==> src/rtl/mem_access_unit.sv <==
// mem_access_unit: MEM-stage data-memory access unit.
// Sits between EX/MEM and MEM/WB. It issues one request/grant/response bus
// transaction per load or store, applies RV32I byte/half/word lane handling,
// and holds the upstream pipeline with stall_M while an access is in flight.
//
// Optional feature: define MEM_TIMEOUT_EN to add a bus watchdog. When the
// watchdog expires, the access is aborted and bus_err_M is flagged for one
// cycle. Without the macro, the FSM waits indefinitely and bus_err_M is 0.
//
// Handshake: dmem_req is held high until the bus returns dmem_gnt, and the
// request is accepted in the cycle where both are high. Loads then wait in
// RESP for a single dmem_rvalid pulse, whose dmem_rdata is captured. rvalid and
// gnt are ignored in any state that does not expect them.
module mem_access_unit #(
  parameter int TIMEOUT_CYCLES = 16
) (
  input  logic        clk,
  input  logic        reset,
  input  logic [31:0] ALUResult_M,
  input  logic [31:0] write_data_M,
  input  logic        MemReadM,
  input  logic        MemWriteM,
  input  logic [2:0]  funct3_M,
  output logic [31:0] read_data_M,
  output logic        stall_M,
  output logic        misalign_M,
  output logic        bus_err_M,
  output logic        dmem_req,
  output logic        dmem_we,
  output logic [31:0] dmem_addr,
  output logic [31:0] dmem_wdata,
  output logic [3:0]  dmem_wstrb,
  input  logic        dmem_gnt,
  input  logic        dmem_rvalid,
  input  logic [31:0] dmem_rdata,
  output logic [1:0]  fsm_state_o
);

  typedef enum logic [1:0] {
    IDLE = 2'd0,
    RESP = 2'd1,
    DONE = 2'd2
  } state_e;

  state_e      state_q, state_d;
  logic [31:0] data_q, data_d;

  logic        op;
  logic        is_load;
  logic        is_store;
  logic        fault;
  logic        req_ok;
  logic        tmo;
  logic        abort;
  logic [1:0]  b;
  logic [7:0]  ld_byte;
  logic [15:0] ld_half;
  logic [31:0] ld_ext;
  logic [3:0]  st_strb;
  logic [31:0] st_wdata;

  // A load wins when both the read and write controls are raised.
  assign op       = MemReadM | MemWriteM;
  assign is_load  = MemReadM;
  assign is_store = MemWriteM & ~MemReadM;
  assign b        = ALUResult_M[1:0];

  // Decode misaligned half/word addresses and the unused funct3 encodings.
  always_comb begin
    fault = 1'b0;
    case (funct3_M)
      3'b000, 3'b100: fault = 1'b0;
      3'b001, 3'b101: fault = ALUResult_M[0];
      3'b010:         fault = |ALUResult_M[1:0];
      default:        fault = 1'b1;
    endcase
  end

  assign req_ok = op & ~fault;

  // Select the addressed lane of the read word and extend it to 32 bits.
  always_comb begin
    ld_byte = 8'h00;
    case (b)
      2'd0:    ld_byte = dmem_rdata[7:0];
      2'd1:    ld_byte = dmem_rdata[15:8];
      2'd2:    ld_byte = dmem_rdata[23:16];
      default: ld_byte = dmem_rdata[31:24];
    endcase
    ld_half = ALUResult_M[1] ? dmem_rdata[31:16] : dmem_rdata[15:0];
    ld_ext  = dmem_rdata;
    case (funct3_M)
      3'b000:  ld_ext = {{24{ld_byte[7]}}, ld_byte};
      3'b001:  ld_ext = {{16{ld_half[15]}}, ld_half};
      3'b100:  ld_ext = {24'h000000, ld_byte};
      3'b101:  ld_ext = {16'h0000, ld_half};
      default: ld_ext = dmem_rdata;
    endcase
  end

  // Replicate the store data across lanes and form the byte enables.
  always_comb begin
    st_strb  = 4'b1111;
    st_wdata = write_data_M;
    case (funct3_M[1:0])
      2'b00: begin
        st_strb  = 4'b0001 << b;
        st_wdata = {4{write_data_M[7:0]}};
      end
      2'b01: begin
        st_strb  = ALUResult_M[1] ? 4'b1100 : 4'b0011;
        st_wdata = {2{write_data_M[15:0]}};
      end
      default: begin
        st_strb  = 4'b1111;
        st_wdata = write_data_M;
      end
    endcase
  end

`ifdef MEM_TIMEOUT_EN
  localparam int CW = $clog2(TIMEOUT_CYCLES + 1);

  logic [CW-1:0] cnt_q, cnt_d;
  logic          err_q;
  logic          counting;

  // The watchdog only runs while waiting on the bus (grant or response).
  assign counting = ((state_q == IDLE) & req_ok) | (state_q == RESP);
  assign tmo      = counting & (cnt_q == CW'(TIMEOUT_CYCLES - 1));

  // Count wait cycles; restart whenever the FSM changes state.
  always_comb begin
    cnt_d = '0;
    if (state_d == state_q && counting) begin
      cnt_d = cnt_q + 1'b1;
    end
  end

  // Watchdog counter and the one-cycle abort flag shown in DONE.
  always_ff @(posedge clk or negedge reset) begin
    if (!reset) begin
      cnt_q <= '0;
      err_q <= 1'b0;
    end else begin
      cnt_q <= cnt_d;
      err_q <= abort;
    end
  end

  assign bus_err_M = (state_q == DONE) & err_q;
`else
  // Watchdog compiled out: tmo is constant 0 (TIMEOUT_CYCLES is never negative).
  assign tmo       = (TIMEOUT_CYCLES < 0);
  assign bus_err_M = 1'b0;
`endif

  // Abort only when the expected bus event did not arrive in the expiry cycle.
  assign abort = tmo & (((state_q == IDLE) & ~dmem_gnt) |
                        ((state_q == RESP) & ~dmem_rvalid));

  // State and captured-load-data registers.
  always_ff @(posedge clk or negedge reset) begin
    if (!reset) begin
      state_q <= IDLE;
      data_q  <= 32'h0;
    end else begin
      state_q <= state_d;
      data_q  <= data_d;
    end
  end

  // Next-state logic; data_q is cleared on stores and aborts so DONE shows 0.
  always_comb begin
    state_d = state_q;
    data_d  = data_q;
    case (state_q)
      IDLE: begin
        if (req_ok) begin
          if (dmem_gnt) begin
            state_d = is_load ? RESP : DONE;
            data_d  = 32'h0;
          end else if (abort) begin
            state_d = DONE;
            data_d  = 32'h0;
          end
        end
      end
      RESP: begin
        if (dmem_rvalid) begin
          state_d = DONE;
          data_d  = ld_ext;
        end else if (abort) begin
          state_d = DONE;
          data_d  = 32'h0;
        end
      end
      DONE: begin
        state_d = IDLE;
      end
      default: begin
        state_d = IDLE;
      end
    endcase
  end

  // Bus and pipeline outputs; all forced low while reset is asserted.
  always_comb begin
    dmem_req    = reset & (state_q == IDLE) & req_ok;
    dmem_we     = dmem_req & is_store;
    dmem_wstrb  = dmem_we ? st_strb : 4'b0000;
    dmem_wdata  = dmem_we ? st_wdata : 32'h0;
    dmem_addr   = {ALUResult_M[31:2], 2'b00};
    stall_M     = reset & (((state_q == IDLE) & req_ok) | (state_q == RESP));
    misalign_M  = reset & (state_q == IDLE) & op & fault;
    read_data_M = (reset & (state_q == DONE)) ? data_q : 32'h0;
    fsm_state_o = state_q;
  end

endmodule

==> config.mk <==
export PLATFORM = sky130hd
export DESIGN_NAME = mem_access_unit
export DESIGN_NICKNAME = d
export VERILOG_FILES = /design/src/rtl/mem_access_unit.sv
export SDC_FILE = /design/constraint.sdc
export NUM_CORES = 1
export LEC_CHECK = 0
export CORE_ASPECT_RATIO = 1.75
export CORE_MARGIN = 2
export CORE_UTILIZATION = 34
export CTS_CLUSTER_DIAMETER = 120
export DETAILED_ROUTE_END_ITERATION = 10
export PLACE_DENSITY = 0.78
export SLEW_MARGIN = 20
export SYNTH_ARGS = -nofsm -noshare
export SYNTH_HDL_FRONTEND = slang
export SYNTH_SLANG_ARGS = --single-unit
export TNS_END_PERCENT = 20
==> constraint.sdc <==
create_clock -name clk -period 1.55 [get_ports clk]
set_clock_uncertainty 0.1 [all_clocks]
set_input_delay 0.155 -clock clk [delete_from_list [all_inputs] [get_ports clk]]
set_output_delay 0.155 -clock clk [all_outputs]
set_load 0.03 [all_outputs]
==> impl_metrics.csv <==
group,metric,value,unit
cells_and_area,multi_input_area,2330,sq um
clock_network,cts_hold_buf,0,
global_routing,grt_usage,23.9,%
critical_path,worstPathRequired,1.29,ns
clock_network,clk_pin_slew,0.05,ns
critical_path,critPathMaxFanout,4,
logic_synthesis,synth_most_common_cell,"mux2i_1",
route,drtIter0Drc,288,
clock_network,cts_tree,"done",
critical_path,endpoint_kind,"primary output",
global_routing,grt_pass1_wl,19.7,mm
logic_synthesis,yosys_register_bits,34,
route,drt_first_pass_iters,4,
clock_network,clk_path_buf_depth,2,
die,die_h,137,microns
logic_synthesis,synth_commonest_cells,"54 x mux2i_1, 41 x and2_1, 35 x buf_4",
place,place_hpwl,9.89,mm
logic_synthesis,yosys_warnings,0,
clock_network,clock-sinks,34,
timing,hold_viol,0,
route,drc,0,
route,antenna_left,0,
timing,post-route-period-util,131,%
status,status,"finished with violations",
critical_path,cpPeakStageDelay,0.42,ns
route,postRouteWirelength,12.9,mm
status,violations,"negative setup slack",
critical_path,start_kind,"flip-flop",
cells_and_area,antennaDiodeCount,0,
critical_path,arrival,1.77,ns
cells_and_area,instances_no_fill,706,
die,dieArea,10900,sq um
place,io_buffer_count,148,
critical_path,critPathBufInv,3,
timing,rsz0062_at_grt,"yes",
clock_network,insertion_delay,0.28,ns
critical_path,path_cells,"nor3b_4, nand4b_4, bufbuf_16, buf_4, nor2_4, buf_6",
logic_synthesis,synth_ff_type,"dfrtp_1",
clock_network,numCtsBuffers,5,
die,die_w,79.8,microns
pwr,power.total,3.31,mW
place,place_inst,688,
route,viasPerCell,5.16,
timing,final-setup-viol-count,105,
critical_path,slowest_stage,"dfrtp_2",
clock_network,root_buffer,"clkbuf_16",
logic_synthesis,synth-edff-count,0,
global_routing,grt_max_degree,38,
logic_synthesis,yosys.area.top_type,"dfrtp_1",
pwr,p_per_area,575,nW/um^2
critical_path,r2r_cells,6,
logic_synthesis,synth_cell_types,45,
die,ios,212,
clock_network,h-tree-depth,2,
cells_and_area,area_delta_synth_final,68.4,%
logic_synthesis,yosysSeqAreaShare,24.9,%
pwr,p_leak,2.52,nW
route,wl_per_cell,18.3,microns
logic_synthesis,synthArstFlopShare,100,%
logic_synthesis,syn_area,3420,sq um
critical_path,path_delay_family,"buffers and inverters",
global_routing,grt_overflow,0,
critical_path,worst-path-stages,6,
die,start_util,34.7,%
timing,period_needed,2.03,ns
place,place_congestion,0.859,
timing,layout_setup_ws,-0.476,ns
route,num_vias,3646,
logic_synthesis,avgSynthCellArea,7.99,sq um
cells_and_area,drive_gt1_share,36.7,%
logic_synthesis,synth_top_area_share,24.9,%
logic_synthesis,syn_inst,428,
min_path,hold_class,"input pin to async pin",
timing,final_max_slew_viol_count,0,
cells_and_area,ff_latch_area,853,sq um
global_routing,grt_pass1_vias,3783,
global_routing,antenna_found_initial,0,
die,rows,48,
cells_and_area,nFillCells,889,
critical_path,critPathKind,"flip-flop to primary output",
timing,max_freq,0.494,GHz
logic_synthesis,yosys-top-cells-area,"dfrtp_1 25%, mux2i_1 16%, buf_4 7.7%, and2_1 7.5%, nand2b_1 4.4%",
flow_run,cap_violations,0,
pwr,ir_worst_vdd,0.415,mV
die,coreArea,9850,sq um
cells_and_area,finalNetCount,685,
-- final cells by class --
| type | instances | share of cell area [%] |
|---|---|---|
| Tap cell | 125 | 2.72 |
| Timing Repair inverter | 1 | 0.196 |
| Clock buffer | 8 | 2.37 |
| Sequential cell | 34 | 14.8 |
| Inverter | 36 | 2.48 |
| Timing Repair Buffer | 208 | 37.0 |
| Multi-Input combinational cell | 294 | 40.5 |
-- where the power goes --
group | internal (mW) | switching [mW]
Sequential | 1.01 | 0.0701
Combinational | 0.623 | 0.654
Clock | 0.597 | 0.352
-- worst register-to-register path: stages (launching register included) --
cell and delay, ns:
dfrtp_2 0.43, buf_4 0.14, nor2b_1 0.14, o221ai_2 0.15
a21oi_4 0.20, buf_12 0.25, mux2i_1 0.25
-- metrics by stage --
stage / setup TNS [ns] / cell area (sq um) / setup WS [ns] / hold WS [ns] / util [%]
floorplan: -19.09 / 3710 / -0.290 / -0.241 / -
global placement: -47.98 / 5300 / -0.616 / 0.210 / 53.8
detailed placement: -51.98 / 5300 / -0.658 / 0.210 / 53.8
CTS: -33.15 / 5760 / -0.491 / 0.0865 / 58.5
global route: -39.65 / 5760 / -0.523 / 0.0958 / 58.5
finish: -32.04 / 5760 / -0.476 / 0.0774 / 58.5
-- routing by layer --
metal	wire (microns)	part of all wire (%)	GRT usage, %
met5	0	0	0
met2	6890	53	43.7
met3	767	6.0	3.03
met4	1110	8.6	19.5
met1	4120	32	23.3
-- cell families after synthesis --
family	share of synthesized area, %
buffers and inverters	16.3
DFF	24.9
and+or+nand+nor	24.4
AOI/OAI and AO/OA	17.5
muxes	16.8
other	0.110
-- final timing paths --
path                                   to       startpoint  slack [ns]
max                         dmem_wstrb[2]   fsm_state_o[1]       -0.48
min                        fsm_state_o[0]            reset        0.08
max reg2reg                    data_q[25]   fsm_state_o[0]       -0.19
min reg2reg                     data_q[7]        data_q[7]        0.41
max in group asynchronous      data_q[18]            reset        0.72
min in group clk            dmem_addr[11]  ALUResult_M[11]        0.21
-- sequential cells by signal, summed over array words and instances, names as in the netlist --
| name | flops |
|---|---|
| data_q | 32 |
| fsm_state_o | 2 |
-- what timing repair did --
item,CTS,global route
setup endpoints to repair,107,106
resized for setup,74,10
pin swaps,10,2
buffers inserted,7,1
cloned,3,0
-- cell usage in the layout, fill, tap and decap left out, types with 3 or more instances in the layout --
cell type        Yosys  final
nand3b_1             7      7
a21oi_4              0      8
nor2b_1              6      4
a22oi_1              7      7
nor2_4               0     17
dfrtp_1             34     32
buf_12               1     18
o211ai_1             5      5
nand2_1             24     24
nor2_1              29     11
a21oi_1             28     18
a31oi_1              7      7
o21ai_0             10     10
conb_1               1      3
o22ai_1              9      9
buf_4               35     76
a21oi_2              2      4
nand2b_1            24     24
clkbuf_1            18      3
mux2i_1             54     54
and2_4               1     16
inv_1               33     33
clkdlybuf4s50_1      0     68
clkbuf_16            0      5
buf_6                2     36
nand4b_1             7      7
and2_1              41     26
o211ai_2            10     10
(Power assumes the default switching activity.)
